## src/rtl/inst_queue_pkg.sv

```systemverilog
// Shared defaults and helpers for the decoded-instruction queue.
package inst_queue_pkg;

    localparam int IQ_WIDTH_DEF = 64;
    localparam int IQ_DEPTH_DEF = 8;
    localparam int IQ_LANES_DEF = 2;

    // Bit offset of a lane's payload inside a packed multi-lane bus.
    function automatic int lane_lsb(input int lane, input int width);
        return lane * width;
    endfunction

endpackage

```

## src/rtl/inst_queue_lane_prefix.sv

```systemverilog
// Per-lane accept mask and storage offsets for a contiguous prefix of enqueue lanes.
module lane_prefix
    import inst_queue_pkg::*;
#(
    parameter int LANES = IQ_LANES_DEF,
    parameter int DEPTH = IQ_DEPTH_DEF,
    localparam int AW   = $clog2(DEPTH),
    localparam int CW   = AW + 1
) (
    input  logic [LANES-1:0]    i_enq_valid,
    input  logic [CW-1:0]       i_free,
    input  logic                i_bypass_consume,
    input  logic                i_block,
    output logic [LANES-1:0]    o_accept,
    output logic [LANES-1:0]    o_written,
    output logic [LANES*AW-1:0] o_offset,
    output logic [CW-1:0]       o_n_written
);

    logic w_run;

    always_comb begin
        w_run       = ~i_block;
        o_accept    = '0;
        o_written   = '0;
        o_offset    = '0;
        o_n_written = '0;
        for (int i = 0; i < LANES; i++) begin
            // A gap or an exhausted slot budget stops every younger lane.
            w_run = w_run & i_enq_valid[i] & (CW'(i + 1) <= i_free);
            o_accept[i] = w_run;
            if (w_run && !(i == 0 && i_bypass_consume)) begin
                o_written[i]            = 1'b1;
                o_offset[i*AW +: AW]    = AW'(i) - AW'(i_bypass_consume);
                o_n_written             = o_n_written + CW'(1);
            end
        end
    end

endmodule

```

## src/rtl/inst_queue.sv

```systemverilog
// Multi-lane decoded-instruction queue: circular buffer with empty-queue bypass and flush/refill.
module inst_queue
    import inst_queue_pkg::*;
#(
    parameter int WIDTH = IQ_WIDTH_DEF,
    parameter int DEPTH = IQ_DEPTH_DEF,
    parameter int LANES = IQ_LANES_DEF,
    localparam int AW   = $clog2(DEPTH),
    localparam int CW   = AW + 1
) (
    input  logic                   clk,
    input  logic                   rst,
    input  logic [LANES-1:0]       enq_valid,
    input  logic [LANES*WIDTH-1:0] enq_data,
    output logic [LANES-1:0]       enq_accept,
    output logic                   deq_valid,
    output logic [WIDTH-1:0]       deq_data,
    input  logic                   deq_ready,
    input  logic                   flush,
    input  logic                   flush_load,
    input  logic [WIDTH-1:0]       flush_data,
    output logic [CW-1:0]          count,
    output logic                   full
);

    logic [WIDTH-1:0] r_mem [DEPTH];
    logic [AW-1:0]    r_head;
    logic [CW-1:0]    r_count;
    logic             r_full;

    logic             w_empty;
    logic             w_bypass;
    logic             w_fire;
    logic             w_bypass_consume;
    logic [CW-1:0]    w_free;
    logic [CW-1:0]    w_cnt_after;
    logic [CW-1:0]    w_count_next;
    logic [AW-1:0]    w_head_next;
    logic [AW-1:0]    w_base;
    logic [LANES-1:0] w_written;
    logic [LANES*AW-1:0] w_offset;
    logic [CW-1:0]    w_n_written;

    assign w_empty          = (r_count == '0);
    assign w_bypass         = w_empty & enq_valid[0];
    assign deq_valid        = ~w_empty | enq_valid[0];
    assign deq_data         = w_bypass ? enq_data[0 +: WIDTH] :
                              (w_empty ? '0 : r_mem[r_head]);
    assign w_fire           = deq_valid & deq_ready;
    assign w_bypass_consume = w_bypass & deq_ready;

    assign w_free       = CW'(DEPTH) - r_count + CW'(w_fire);
    // A consumed bypass lane never occupied a slot, so only stored entries leave the count.
    assign w_cnt_after  = r_count - CW'(w_fire & ~w_empty);
    assign w_head_next  = r_head + AW'(w_fire);
    assign w_base       = w_head_next + w_cnt_after[AW-1:0];
    assign w_count_next = w_cnt_after + w_n_written;

    lane_prefix #(
        .LANES (LANES),
        .DEPTH (DEPTH)
    ) u_lane_prefix (
        .i_enq_valid      (enq_valid),
        .i_free           (w_free),
        .i_bypass_consume (w_bypass_consume),
        .i_block          (flush | rst),
        .o_accept         (enq_accept),
        .o_written        (w_written),
        .o_offset         (w_offset),
        .o_n_written      (w_n_written)
    );

    always_ff @(posedge clk) begin
        if (rst) begin
            r_head  <= '0;
            r_count <= '0;
            r_full  <= 1'b0;
        end else if (flush) begin
            r_count <= flush_load ? CW'(1) : '0;
            r_full  <= 1'b0;
        end else begin
            r_head  <= w_head_next;
            r_count <= w_count_next;
            r_full  <= (w_count_next == CW'(DEPTH));
        end
    end

    always_ff @(posedge clk) begin
        if (!rst) begin
            if (flush) begin
                if (flush_load)
                    r_mem[r_head] <= flush_data;
            end else begin
                for (int i = 0; i < LANES; i++) begin
                    if (w_written[i])
                        r_mem[w_base + w_offset[i*AW +: AW]] <= enq_data[lane_lsb(i, WIDTH) +: WIDTH];
                end
            end
        end
    end

    assign count = r_count;
    assign full  = r_full;

endmodule
```

## config.mk

```make
export PLATFORM = sky130hd
export DESIGN_NAME = inst_queue
export DESIGN_NICKNAME = d
export VERILOG_FILES = /design/src/rtl/inst_queue_pkg.sv /design/src/rtl/inst_queue_lane_prefix.sv /design/src/rtl/inst_queue.sv
export SDC_FILE = /design/constraint.sdc
export NUM_CORES = 1
export LEC_CHECK = 0
export CAP_MARGIN = 20
export CORE_ASPECT_RATIO = 1.4
export CORE_UTILIZATION = 55
export DETAILED_ROUTE_END_ITERATION = 8
export PLACE_DENSITY_LB_ADDON = 0.15
export SLEW_MARGIN = 15
export SYNTH_ARGS = -nofsm -noshare
export SYNTH_HDL_FRONTEND = slang
export SYNTH_SLANG_ARGS = --single-unit
export TNS_END_PERCENT = 1
```

## constraint.sdc

```tcl
create_clock -name clk -period 11.1 [get_ports clk]
set_input_delay 2.22 -clock clk [delete_from_list [all_inputs] [get_ports clk]]
set_output_delay 2.22 -clock clk [all_outputs]
set_load 0.03 [all_outputs]
```

==> impl_metrics.tcl <==
set metrics [dict create \
    clock_power_share_pct 33.0 \
    max_freq_mhz 126 \
    peakVddDrop_v 0.000102 \
    place_hpwl_um 39400 \
    place_area_mm2 0.0310 \
    path_delay_family "simple AND/OR/NAND/NOR gates" \
    place_inst 2466 \
    cp.arrival_ns 5.75 \
    path_clk_slew_ns 0.06 \
    initial_core_util_pct 56.0 \
    synth_cell_types 37 \
    num_vias 15900 \
    yosysTopAreaCell "edfxtp_1" \
    status "finished clean" \
    drt_first_pass_iters 4 \
    ys_ff_latch 523 \
    post-route-cell-area_mm2 0.0325 \
    grt_pass1_wl_um 101000 \
    ios 271 \
    synth_area_leaders "edfxtp_1, mux2_2, mux4_2, mux2i_1, o21ai_0" \
    post_cts_buffers 0 \
    slowest_stage "clkdlybuf4s50_1" \
    drc_errors 0 \
    crit_buf_inv 3 \
    yosysMostFrequentCell "mux2_2" \
    hold_start "r_head[1]" \
    grt_pass1_vias 17200 \
    seq_power_share_pct 46.9 \
    die_h_um 267 \
    p_int_mw 3.65 \
    swShare_pct 25.9 \
    overflow 0 \
    area_growth_pct 17.9 \
    cts_buffers 50 \
    r2r_start "count[2]" \
    synth_edf_count 512 \
    crit_top_cell "nand2b_1" \
    period_share_pct 71.8 \
    cp_cell_sequence "buf_2 -> buf_4 -> nand2b_1 -> nand2_1 -> ha_1 -> or3_1 -> a41o_1 -> nand2b_1 -> nor2b_1 -> clkdlybuf4s50_1" \
    rr_worst_depth 18 \
    rsz0062_at_grt "false" \
    fill_cells 3498 \
    synth_xor_area_share_pct 0.490 \
    final_antenna_net_count 0 \
    rows 96 \
    min_period_ns 7.97 \
    layout.cells.non_filler 2560 \
    fin_tns_setup_ns 0 \
    io_buffers 270 \
    synth_ff_type "edfxtp_1" \
    htreeDepth 2 \
    cts_tree "done" \
    synthSimpleGateAreaFrac_pct 2.12 \
    antenna_found_initial 4 \
    core_area_mm2 0.0492 \
    clockBufferDepth 3 \
    clock-root-buffer "clkbuf_16" \
    power_frac_comb_pct 20.0 \
    hold_depth 2 \
    die_width_um 191 \
    relSlewSlack_pct 24.7 \
    ctsResizeCount 0 \
    hold_slack_ns 0.560 \
    critical_path_class "input pin to primary output" \
    setup-violations-final 0 \
    dieArea_mm2 0.0511 \
    cts.sinks 523 \
    synth_nets 1868 \
    leakage_nw 10.4 \
    gp_congestion 0.807 \
    hold_buffers 0 \
    synth_top_family_by_area "multiplexers" \
    ys_seq_area_share_pct 56.5 \
    worst_path_largest_cell_delay_ns 0.73 \
    hold_viol_final 0 \
    final_nets 2095 \
    r2r-end "r_mem[6][36]" \
    syn_avg_cell_area_um2 16.7 \
    drt_wl_total_um 66900 \
    synth_adder_area_share_pct 0.734 \
    p_sw_mw 1.28 \
    worst-slew-pin-transition_ns 1.13 \
    worst_ep_required_time_ns 8.88 \
    synthMuxAreaShare_pct 36.3 \
    async_reset_ff_share_pct 0 \
    syn_inst 1654 \
    worst_setup_path_end_kind "primary output" \
    grt_usage_pct 26.7 \
    crit_fanout 66 \
    yosysWarnings 0 \
    p_total_mw 4.93 \
    fin_worst_skew_ns 0.0181 \
    synth_top_area_share_pct 55.7 \
    drive_above_1_share_pct 42.9 \
    hold_class "flop to flop" \
    clk_latency_ns 0.58 \
    ff2ff_setup_slack_ns 4.71 \
    ys_top_cells_by_count "mux2_2, edfxtp_1, mux4_2" \
    synth_compound_area_share_pct 1.65 \
    viasPerCell 6.23 \
    powerDensity_mw_per_mm2 151 \
    grt_max_degree 84 \
    drtIter0Drc 1032 \
    syn_area_mm2 0.0276 \
    slew_violations 0 \
    start_kind "input pin" \
    wl_per_cell_um 26.1 \
    cap_viol_max_count 0 \
]
==> kinds of logic (layout without fill, tap and decap cells) <==
group / Yosys count / after routing
other: 1 / 3
xor gates and xnor gates: 12 / 12
buffers and inverters: 137 / 404
and+or+nand+nor: 110 / 110
DFF: 523 / 523
AOI/OAI and AO/OA: 86 / 86
adders and majority gates: 15 / 15
muxes: 770 / 770
==> stage by stage <==
step                      utilization (%)  setup slack, ns
after floorplan                         -             1.36
after global placement               63.0             2.67
after detailed placement             63.0             2.48
after CTS                            66.1             3.08
after global routing                 66.1             2.82
final                                66.1             3.13
==> placed cells by master, fill, tap and decap left out, drive strengths merged, types with 11 or more instances in the layout <==
cell / netlist / layout
mux4: 128 / 128
buf: 78 / 29
clkbuf: 45 / 59
inv: 14 / 15
mux2: 576 / 576
dfxtp: 11 / 11
clkdlybuf4s50: 0 / 269
nand3: 72 / 72
ha: 13 / 13
mux2i: 66 / 66
edfxtp: 512 / 512
clkinv: 0 / 27
o21ai: 73 / 73
==> how the worst max path moves through the flow <==
stage | cells past startpoint | end | slack [ns] | start
finish | 10 | enq_accept[1] | 3.13 | enq_valid[0]
global route | 18 | r_mem[1][3] | 2.82 | enq_valid[0]
CTS | 18 | r_mem[1][41] | 3.08 | enq_valid[0]
detailed placement | 18 | r_mem[1][26] | 2.48 | enq_valid[0]
global placement | 18 | r_mem[1][26] | 2.67 | enq_valid[0]
floorplan | 12 | r_mem[0][0] | 1.36 | enq_valid[0]
==> final cells by class <==
cell class | instances | area (um^2) | area share (%)
Tap cell | 637 | 797 | 2.45
Clock buffer | 59 | 1310 | 4.01
Clock inverter | 33 | 228 | 0.700
Timing Repair Buffer | 298 | 2930 | 9.01
Antenna cell | 2 | 5.00 | 0.0154
Multi-Input combinational cell | 994 | 11600 | 35.7
Inverter | 14 | 52.6 | 0.161
Sequential cell | 523 | 15600 | 48.0
==> tightest hold or removal path: stages (launching register included) <==
cell and delay, ns:
dfxtp_1 0.33, nand2_1 0.11, a21oi_1 0.08
==> registers in the layout (all words and copies together), names as in the netlist, named ones only <==
register and count:
full 1, count 4, r_mem 512, r_head 3
==> power groups by stage <==
stage                     Clock, mW  Sequential [mW]  Combinational, mW
after floorplan                   0             2.35              0.625
after global placement            0             2.35              0.969
after detailed placement          0             2.36              0.988
after CTS                      1.65             2.32              0.993
after global routing           1.72             2.32               1.06
final                          1.63             2.31              0.986
==> metal layers <==
layer / global-route usage [%] / vias up / wire (um)
met5: 0 / - / 25
met4: 9.03 / 4 / 1930
met3: 3.06 / 109 / 3020
met2: 48.3 / 460 / 35700
met1: 32.8 / 8211 / 26300
li1: - / 7157 / -
Note: power is estimated with default switching activity, not from simulation.
